==> src/rtl/mlp_pkg.sv <==
`default_nettype none
// +--------------------------------------------------------------------+
// | mlp_pkg: shared widths and types for the MLP activation collector  |
// | Rev 1.0                                                            |
// +--------------------------------------------------------------------+
package mlp_pkg;

  localparam int ACC_W   = 16;
  localparam int ACT_W   = 4;
  localparam int ACT_MAX = (1 << (ACT_W - 1)) - 1;

  typedef logic signed [ACC_W-1:0] acc_t;
  typedef logic signed [ACT_W-1:0] act_t;

endpackage : mlp_pkg
`default_nettype wire

==> src/rtl/mlp_act_quant.sv <==
`default_nettype none
// +--------------------------------------------------------------------+
// | mlp_act_quant: ReLU word -> signed activation (shift + saturate)   |
// | Optional round-half-up before the shift: MLP_ACT_ROUND_EN          |
// | Rev 1.0                                                            |
// +--------------------------------------------------------------------+
module mlp_act_quant
  import mlp_pkg::*;
#(
  parameter int SHIFT_W = 4
) (
  input  acc_t               acc_in,
  input  logic [SHIFT_W-1:0] shift,
  output act_t               q
);

  // One extra bit of headroom so the rounding bias can never wrap.
  logic [ACC_W:0] w_mag;
  logic [ACC_W:0] w_sum;
  logic [ACC_W:0] w_shr;

  assign w_mag = {1'b0, acc_in};

`ifdef MLP_ACT_ROUND_EN
  logic [ACC_W:0] w_bias;

  always_comb begin
    w_bias = '0;
    if (shift != '0) begin
      w_bias = (ACC_W+1)'(1) << (shift - SHIFT_W'(1));
    end
  end

  assign w_sum = w_mag + w_bias;
`else
  assign w_sum = w_mag;
`endif

  assign w_shr = w_sum >> shift;

  always_comb begin
    q = '0;
    if (acc_in[ACC_W-1]) begin
      q = '0;
    end else if (w_shr > (ACC_W+1)'(ACT_MAX)) begin
      q = act_t'(ACT_MAX);
    end else begin
      q = act_t'(w_shr[ACT_W-1:0]);
    end
  end

endmodule : mlp_act_quant
`default_nettype wire

==> src/rtl/mlp_act_collector.sv <==
`default_nettype none
// +--------------------------------------------------------------------+
// | mlp_act_collector: requantize finished dot products into a FIFO    |
// | feeding the next layer; rounding option via MLP_ACT_ROUND_EN       |
// | Rev 1.0                                                            |
// +--------------------------------------------------------------------+
module mlp_act_collector
  import mlp_pkg::act_t;
#(
  parameter int ACC_W   = 16,
  parameter int ACT_W   = 4,
  parameter int DEPTH   = 8,
  parameter int SHIFT_W = 4
) (
  input  logic                     clk,
  input  logic                     rst_n,
  input  logic                     clr,
  input  logic [SHIFT_W-1:0]       shift,
  input  logic signed [ACC_W-1:0]  acc_in,
  input  logic                     acc_valid,
  output logic                     out_valid,
  input  logic                     out_ready,
  output logic signed [ACT_W-1:0]  out_act,
  output logic [$clog2(DEPTH):0]   count,
  output logic                     full,
  output logic                     overflow
);

  localparam int c_ptr_w = $clog2(DEPTH);

  logic signed [ACT_W-1:0] r_mem [DEPTH];
  logic [c_ptr_w-1:0]      r_wr_ptr;
  logic [c_ptr_w-1:0]      r_rd_ptr;
  logic [c_ptr_w:0]        r_count;
  logic                    r_overflow;

  act_t w_q;
  logic w_pop;
  logic w_push;
  logic w_drop;

  mlp_act_quant #(
    .SHIFT_W (SHIFT_W)
  ) u_quant (
    .acc_in (acc_in),
    .shift  (shift),
    .q      (w_q)
  );

  assign out_valid = (r_count != '0);
  assign full      = (r_count == (c_ptr_w+1)'(DEPTH));
  assign count     = r_count;
  assign overflow  = r_overflow;
  assign out_act   = out_valid ? r_mem[r_rd_ptr] : '0;

  // A pop frees a slot in the same cycle, so a full FIFO still accepts a push.
  assign w_pop  = out_valid & out_ready;
  assign w_push = acc_valid & (~full | w_pop);
  assign w_drop = acc_valid & full & ~w_pop;

  always_ff @(posedge clk or negedge rst_n) begin
    if (!rst_n) begin
      r_wr_ptr   <= '0;
      r_rd_ptr   <= '0;
      r_count    <= '0;
      r_overflow <= 1'b0;
    end else if (clr) begin
      r_wr_ptr   <= '0;
      r_rd_ptr   <= '0;
      r_count    <= '0;
      r_overflow <= 1'b0;
    end else begin
      if (w_push) begin
        r_wr_ptr <= r_wr_ptr + 1'b1;
      end
      if (w_pop) begin
        r_rd_ptr <= r_rd_ptr + 1'b1;
      end
      if (w_push && !w_pop) begin
        r_count <= r_count + 1'b1;
      end else if (!w_push && w_pop) begin
        r_count <= r_count - 1'b1;
      end
      if (w_drop) begin
        r_overflow <= 1'b1;
      end
    end
  end

  // Storage needs no reset; only the pointers define what is valid.
  always_ff @(posedge clk) begin
    if (rst_n && !clr && w_push) begin
      r_mem[r_wr_ptr] <= w_q;
    end
  end

endmodule : mlp_act_collector
`default_nettype wire

==> config.mk <==
export PLATFORM = sky130hd
export DESIGN_NAME = mlp_act_collector
export DESIGN_NICKNAME = d
export VERILOG_FILES = /design/src/rtl/mlp_pkg.sv /design/src/rtl/mlp_act_quant.sv /design/src/rtl/mlp_act_collector.sv
export SDC_FILE = /design/constraint.sdc
export NUM_CORES = 1
export LEC_CHECK = 0
export BUFFER_PORTS_ARGS = -buffer_cell sky130_fd_sc_hd__buf_4
export CAP_MARGIN = 15
export CORE_UTILIZATION = 45
export CTS_CLUSTER_DIAMETER = 120
export CTS_CLUSTER_SIZE = 25
export DETAILED_ROUTE_END_ITERATION = 16
export GPL_TIMING_DRIVEN = 0
export PLACE_DENSITY_LB_ADDON = 0.1
export SLEW_MARGIN = 30
export SYNTH_ARGS = -nofsm -noshare
export SYNTH_HDL_FRONTEND = slang
export SYNTH_HIERARCHICAL = 1
export SYNTH_SLANG_ARGS = --single-unit
==> constraint.sdc <==
create_clock -name clk -period 1.95 [get_ports clk]
set_input_delay 0.195 -clock clk [delete_from_list [all_inputs] [get_ports clk]]
set_output_delay 0.195 -clock clk [all_outputs]
set_load 0.02 [all_outputs]
# == Yosys cells after proc, flatten, opt, wreduce, memory -nomap -nowiden ==
# Memories as Yosys holds them, arrays and structs flattened.
# Cells that the tools add are included.
# totals
regBits,11
ramBits,32
input_bits,25
output_inout_bits,11
word_cells,45
mem_count,1
# classes
n_addsub,4
n_lt_le_gt_ge,1
n_eq_ne,1
shifts,1
n_mux,14
bitwise,7
n_reduce_logical,12
# memory_table
name,depth,width,read_ports,rd_ports_with_merged_regs,write_ports,line,source
r_mem,8,4,1,0,1,mlp_act_collector.sv:31,logic signed [ACT_W-1:0] r_mem [DEPTH];
# ops
operator,count
4-bit 2-to-1 mux,6
17-bit by 3-bit > comparator with 1-bit output (second input constant),1
16-bit by 4-bit >> shifter with 17-bit output,1
3-bit 2-to-1 mux,4
3-bit by 1-bit adder with 3-bit output (second input constant),2
2-bit nonzero test,3
4-bit by 1-bit adder with 4-bit output (second input constant),1
1-bit AND,4
4-bit == test (second input constant),1
1-bit logical AND,4
1-bit 2-to-1 mux,4
4-bit nonzero test,1
4-bit by 1-bit subtractor with 4-bit output (second input constant),1
1-bit zero test,3
3-bit nonzero test,1
1-bit inverter,2
1-bit bitwise OR,1

# == Depth between registers and ports, before layout ==
# depth
ltp_word,9
mapped_depth,8
depth_no_buf,7

# == Hierarchy ==
# The synthesis kept the hierarchy.
# by_module_without_submodules
mod,instances,cells_per_inst,area_each_um2,seq_area_each_um2
mlp_act_collector,1,141,1999.4,1236.2
mlp_act_quant,1,92,711.9,0.0

# == Worst setup path after synthesis ==
# OpenSTA, ideal clock, no wires.
# synth_path
kind,flip-flop to flip-flop
start,"reg r_count[0], in the netlist count[0]"
end,"reg r_count[3], in the netlist count[3]"
setup_ps,82
t_arrival_ps,2175
required_time_ps,1868
setup_slack_ps,-307
stages_incl_launch_ff,9
path_buffers,1
synth_period_minus_slack_ps,2257
cell_sequence,dfrtp_1 buf_6 or4b_4 nand3_1 ha_1 a21oi_1 a21oi_1 nand3b_1 a31oi_1
# synth_between
elab_chain_cells,7
word_cells_on_any_way,16
cone_classes,2 x add/sub; 1 x eq/ne; 3 x mux; 4 x bitwise; 6 x reduce/logical
# synth_lines
item,line,source
from (decl),mlp_act_collector.sv:34,logic [c_ptr_w:0] r_count;
from (signal assigned),mlp_act_collector.sv:80,r_count <= r_count + 1'b1;
from (signal assigned),mlp_act_collector.sv:82,r_count <= r_count - 1'b1;
4-bit nonzero test or 4-bit == test (tied branches),"mlp_act_collector.sv:50, mlp_act_collector.sv:51",
1-bit AND or 1-bit inverter (tied branches),"mlp_act_collector.sv:57, mlp_act_collector.sv:58",
1-bit bitwise OR,mlp_act_collector.sv:58,assign w_push = acc_valid & (~full | w_pop);
1-bit AND,mlp_act_collector.sv:58,
1-bit logical AND or 1-bit zero test (tied branches),"mlp_act_collector.sv:79, mlp_act_collector.sv:81",
4-bit 2-to-1 mux or 1-bit logical AND (tied branches),"mlp_act_collector.sv:79, mlp_act_collector.sv:81",
4-bit 2-to-1 mux or 3-bit nonzero test (tied branches),n/a,
# Parallel ways exist; a longest one is shown, timed or not. The select of a mux whose other input is x is not followed.
# A chain may end at the register's enable or synchronous reset.

# == Final worst setup path ==
# layout_path
start,"reg r_count[1], in the netlist count[1]"
end,"mem r_mem[3][1], enable pin"
# layout_between
elab_chain_cells,7
word_cells_on_any_way,9
cone_classes,1 x eq/ne; 2 x mux; 4 x bitwise; 2 x reduce/logical
# layout_lines
item,line,source
4-bit nonzero test or 4-bit == test (tied branches),"mlp_act_collector.sv:50, mlp_act_collector.sv:51",
1-bit AND or 1-bit inverter (tied branches),"mlp_act_collector.sv:57, mlp_act_collector.sv:58",
1-bit bitwise OR *,mlp_act_collector.sv:58,
1-bit AND *,mlp_act_collector.sv:58,
1-bit logical AND *,mlp_act_collector.sv:92,if (rst_n && !clr && w_push) begin
1-bit 2-to-1 mux *,mlp_act_collector.sv:92,
1-bit 2-to-1 mux (not written as such) *,mlp_act_collector.sv:93,r_mem[r_wr_ptr] <= w_q;
to (decl),mlp_act_collector.sv:31,
# Mark *: on every way between the ends. The rest lies on a longest branch, timed or not.

==> out/metrics.cfg <==
[cts]
ctsHtreeMaxLevel=2
cts-root-buf=clkbuf_8
clkTransAtPathRegs_ns=0.07
clockBufferDepth=2
clk_latency_ns=0.29
cts_sinks=43
cts_made_buffers=5
cts_tree=done

[sta]
setup_viol=24
layout_setup_ws_ns=-0.130
rsz0062_at_grt=yes
slew_headroom_pct=58.4
final.min_clock_period_ns=2.08
hold_ws_ns=0.194
fin_skew_ns=0.00557
max_freq_mhz=481
worst_slew_pin_slew_ns=0.619
period_share_pct=107
hold_violations=0
finalMaxSlewViolations=0

[logic_synthesis]
ys_seq_area_share_pct=45.6
syn_inst=233
ys_seq_elements=43
syn-num-nets=263
synth_edf_count=32
syn-cell-area_sq_mm=0.00271
synth_warnings=6
avgSynthCellArea_sq_um=11.6
synthArstFlopShare_pct=25.6
yosysUniqueCellTypes=58
ys.flop_type=edfxtp_1

[min_path]
hp-class=in2reg

[route]
vias=2071
wl_per_cell_um=16.6
drcViolationCount=0
avgViaCountPerCell=5.77
drt-total-wl_mm=5.98
drt_iter0_drc=73
antenna_left=0
dr.pass1.iters=4

[finish]
fin_util_pct=62.0
stdcell_area_sq_mm=0.00350
final_cell_mix=48 x buf_4, 32 x edfxtp_1, 21 x nor2_1, 19 x mux2i_1
multi_input_area_sq_mm=0.00154
syn_to_final_growth_pct=29.0
drive_above_1_share_pct=41.8
final_nets=316
antenna_cells=0
final_common_cell=buf_4
seq_area_sq_mm=0.00124
fillers=450

[worst_setup_path]
crit_fanout=8
critPathLaunchType=flip-flop
cp_data_arrival_time_ns=2.12
cp.required_ns=1.99
crit_type=reg2reg
cp-end-kind=flip-flop

[pwr]
power_density_mw_per_mm2=1040
switchingPower_w=0.00134
switching_share_pct=36.8
seqPwrFrac_pct=33.5
leakage_nw=1.31
pwr-share-comb_pct=52.3
p_int_w=0.00230
p_clk_share_pct=14.3
peakVddDrop_v=0.000743

[placed_design]
place_area_sq_mm=0.00308
place.gp.congestion=0.788
dp.final_hpwl_mm=4.15
port_buffers=29

[global_route]
gr-total-overflow=0
grt_use_total_pct=19.9
grt_pass1_wl_mm=9.52
grt_max_degree=16
grt_antenna_before_repair=0
grt_pass1_vias=1955

[floorplanning]
initial_utilization_pct=48.1
core_area_sq_mm=0.00564
io_pins=36
fp.dieH_um=79.6
die-area_sq_mm=0.00634
rows=27
die_x_um=79.6

[flow_run]
max_cap_viol_count=0

[outcome]
violations=negative setup slack
outcome=complete, but fails checks

through the flow:
stage | instances | total power (W) | TNS (ns) | setup WS, ns
2_1_floorplan | 233 | 0.00233 | -0.397 | -0.153
3_3_place_gp | 334 | 0.00277 | -7.88 | -0.418
3_5_place_dp | 334 | 0.00279 | -8.02 | -0.389
4_1_cts | 348 | 0.00349 | -0.771 | -0.0607
5_1_grt | 359 | 0.00386 | -3.62 | -0.174
6_report | 359 | 0.00364 | -1.66 | -0.130
worst paths after layout:
check                      cells after the start           to      from  slack (ns)
max                                            6  r_mem[3][1]  count[1]       -0.13
min reg2reg                                    2     overflow  overflow        0.52
max in group asynchronous                      2     count[0]     rst_n        1.48
min in group asynchronous                      2  r_rd_ptr[0]     rst_n        0.29
min                                            4     count[1]       clr        0.19
max reg2reg                                    6  r_mem[3][1]  count[1]       -0.13
cell usage after synthesis (2+ instances only):
cell | number | area, sq um
ha_1 | 4 | 50.1
nand4_1 | 2 | 12.5
a211oi_1 | 3 | 22.5
nor2_1 | 30 | 113
buf_4 | 4 | 30.0
mux2i_1 | 23 | 230
nor3_1 | 6 | 30.0
o211ai_1 | 3 | 22.5
buf_2 | 3 | 15.0
o21ai_0 | 2 | 10.0
dfrtp_1 | 11 | 275
nor4_1 | 2 | 12.5
a31oi_1 | 2 | 12.5
xor2_1 | 3 | 26.3
xnor2_1 | 3 | 26.3
clkbuf_1 | 6 | 22.5
mux4_2 | 11 | 248
o31ai_1 | 3 | 22.5
nand2_1 | 12 | 45.0
nand2b_1 | 3 | 18.8
nor2b_1 | 2 | 12.5
edfxtp_1 | 32 | 961
inv_1 | 9 | 33.8
or2_2 | 2 | 12.5
nand3_1 | 7 | 35.0
buf_6 | 2 | 22.5
a21oi_1 | 8 | 40.0
nand3b_1 | 5 | 37.5
cells by family after synthesis:
group                    synth area share (%)
multiplexers                             19.5
AO/OA/AOI/OAI                            10.4
flip-flops                               45.6
XOR/XNOR                                 1.94
adder cells (fa/ha/maj)                  2.58
AND/OR/NAND/NOR                          14.6
other                                   0.138
buffers and inverters                    5.26
critical path, stage by stage, from the launching register on:
cell and delay, ns:
dfrtp_2 0.50, or4b_4 0.55, buf_4 0.17, o21a_4 0.21, nand3b_1 0.19, buf_4 0.15
nor2_2 0.06
area by class of cell:
cell class                 instances  area share (%)
clock inverter                     1           0.143
sequential                        43            35.5
clock buffer                       7            2.18
timing repair buffer              48            11.4
tap                               72            2.58
buffer                            14            3.18
multi-input combinational        164            44.0
inverter                          10            1.07
sequential cells by signal (all words and copies together), names as in the netlist:
name and cells:
overflow 1, r_mem 32, count 4, r_rd_ptr 3, r_wr_ptr 3
metal layers:
| layer | GRT usage, % | share of wire [%] | vias to the layer above |
|---|---|---|---|
| met3 | 2.74 | 2.8 | 9 |
| met2 | 32.7 | 50 | 47 |
| li1 | - | - | 986 |
| met1 | 27.0 | 46 | 1029 |
| met5 | 0 | 0 | - |
| met4 | 6.36 | 1.5 | 0 |
timing repair:
action,in CTS,in global routing
endpoints found under the hold margin,11,0
buffers inserted,6,11
pin swaps,4,7
endpoints found under the setup margin,30,56
hold buffers,1,0
gates resized for setup,10,33
cloned,1,0
power by group through the flow:
stage	Clock, W	Combinational [W]	Sequential [W]
after global placement	0	0.00158	0.00119
after floorplan	0	0.00111	0.00122
after detailed placement	0	0.00160	0.00120
after CTS	0.000532	0.00175	0.00121
final	0.000519	0.00191	0.00122
after global routing	0.000560	0.00208	0.00123
No activity file was read; power rests on OpenSTA's default activity.
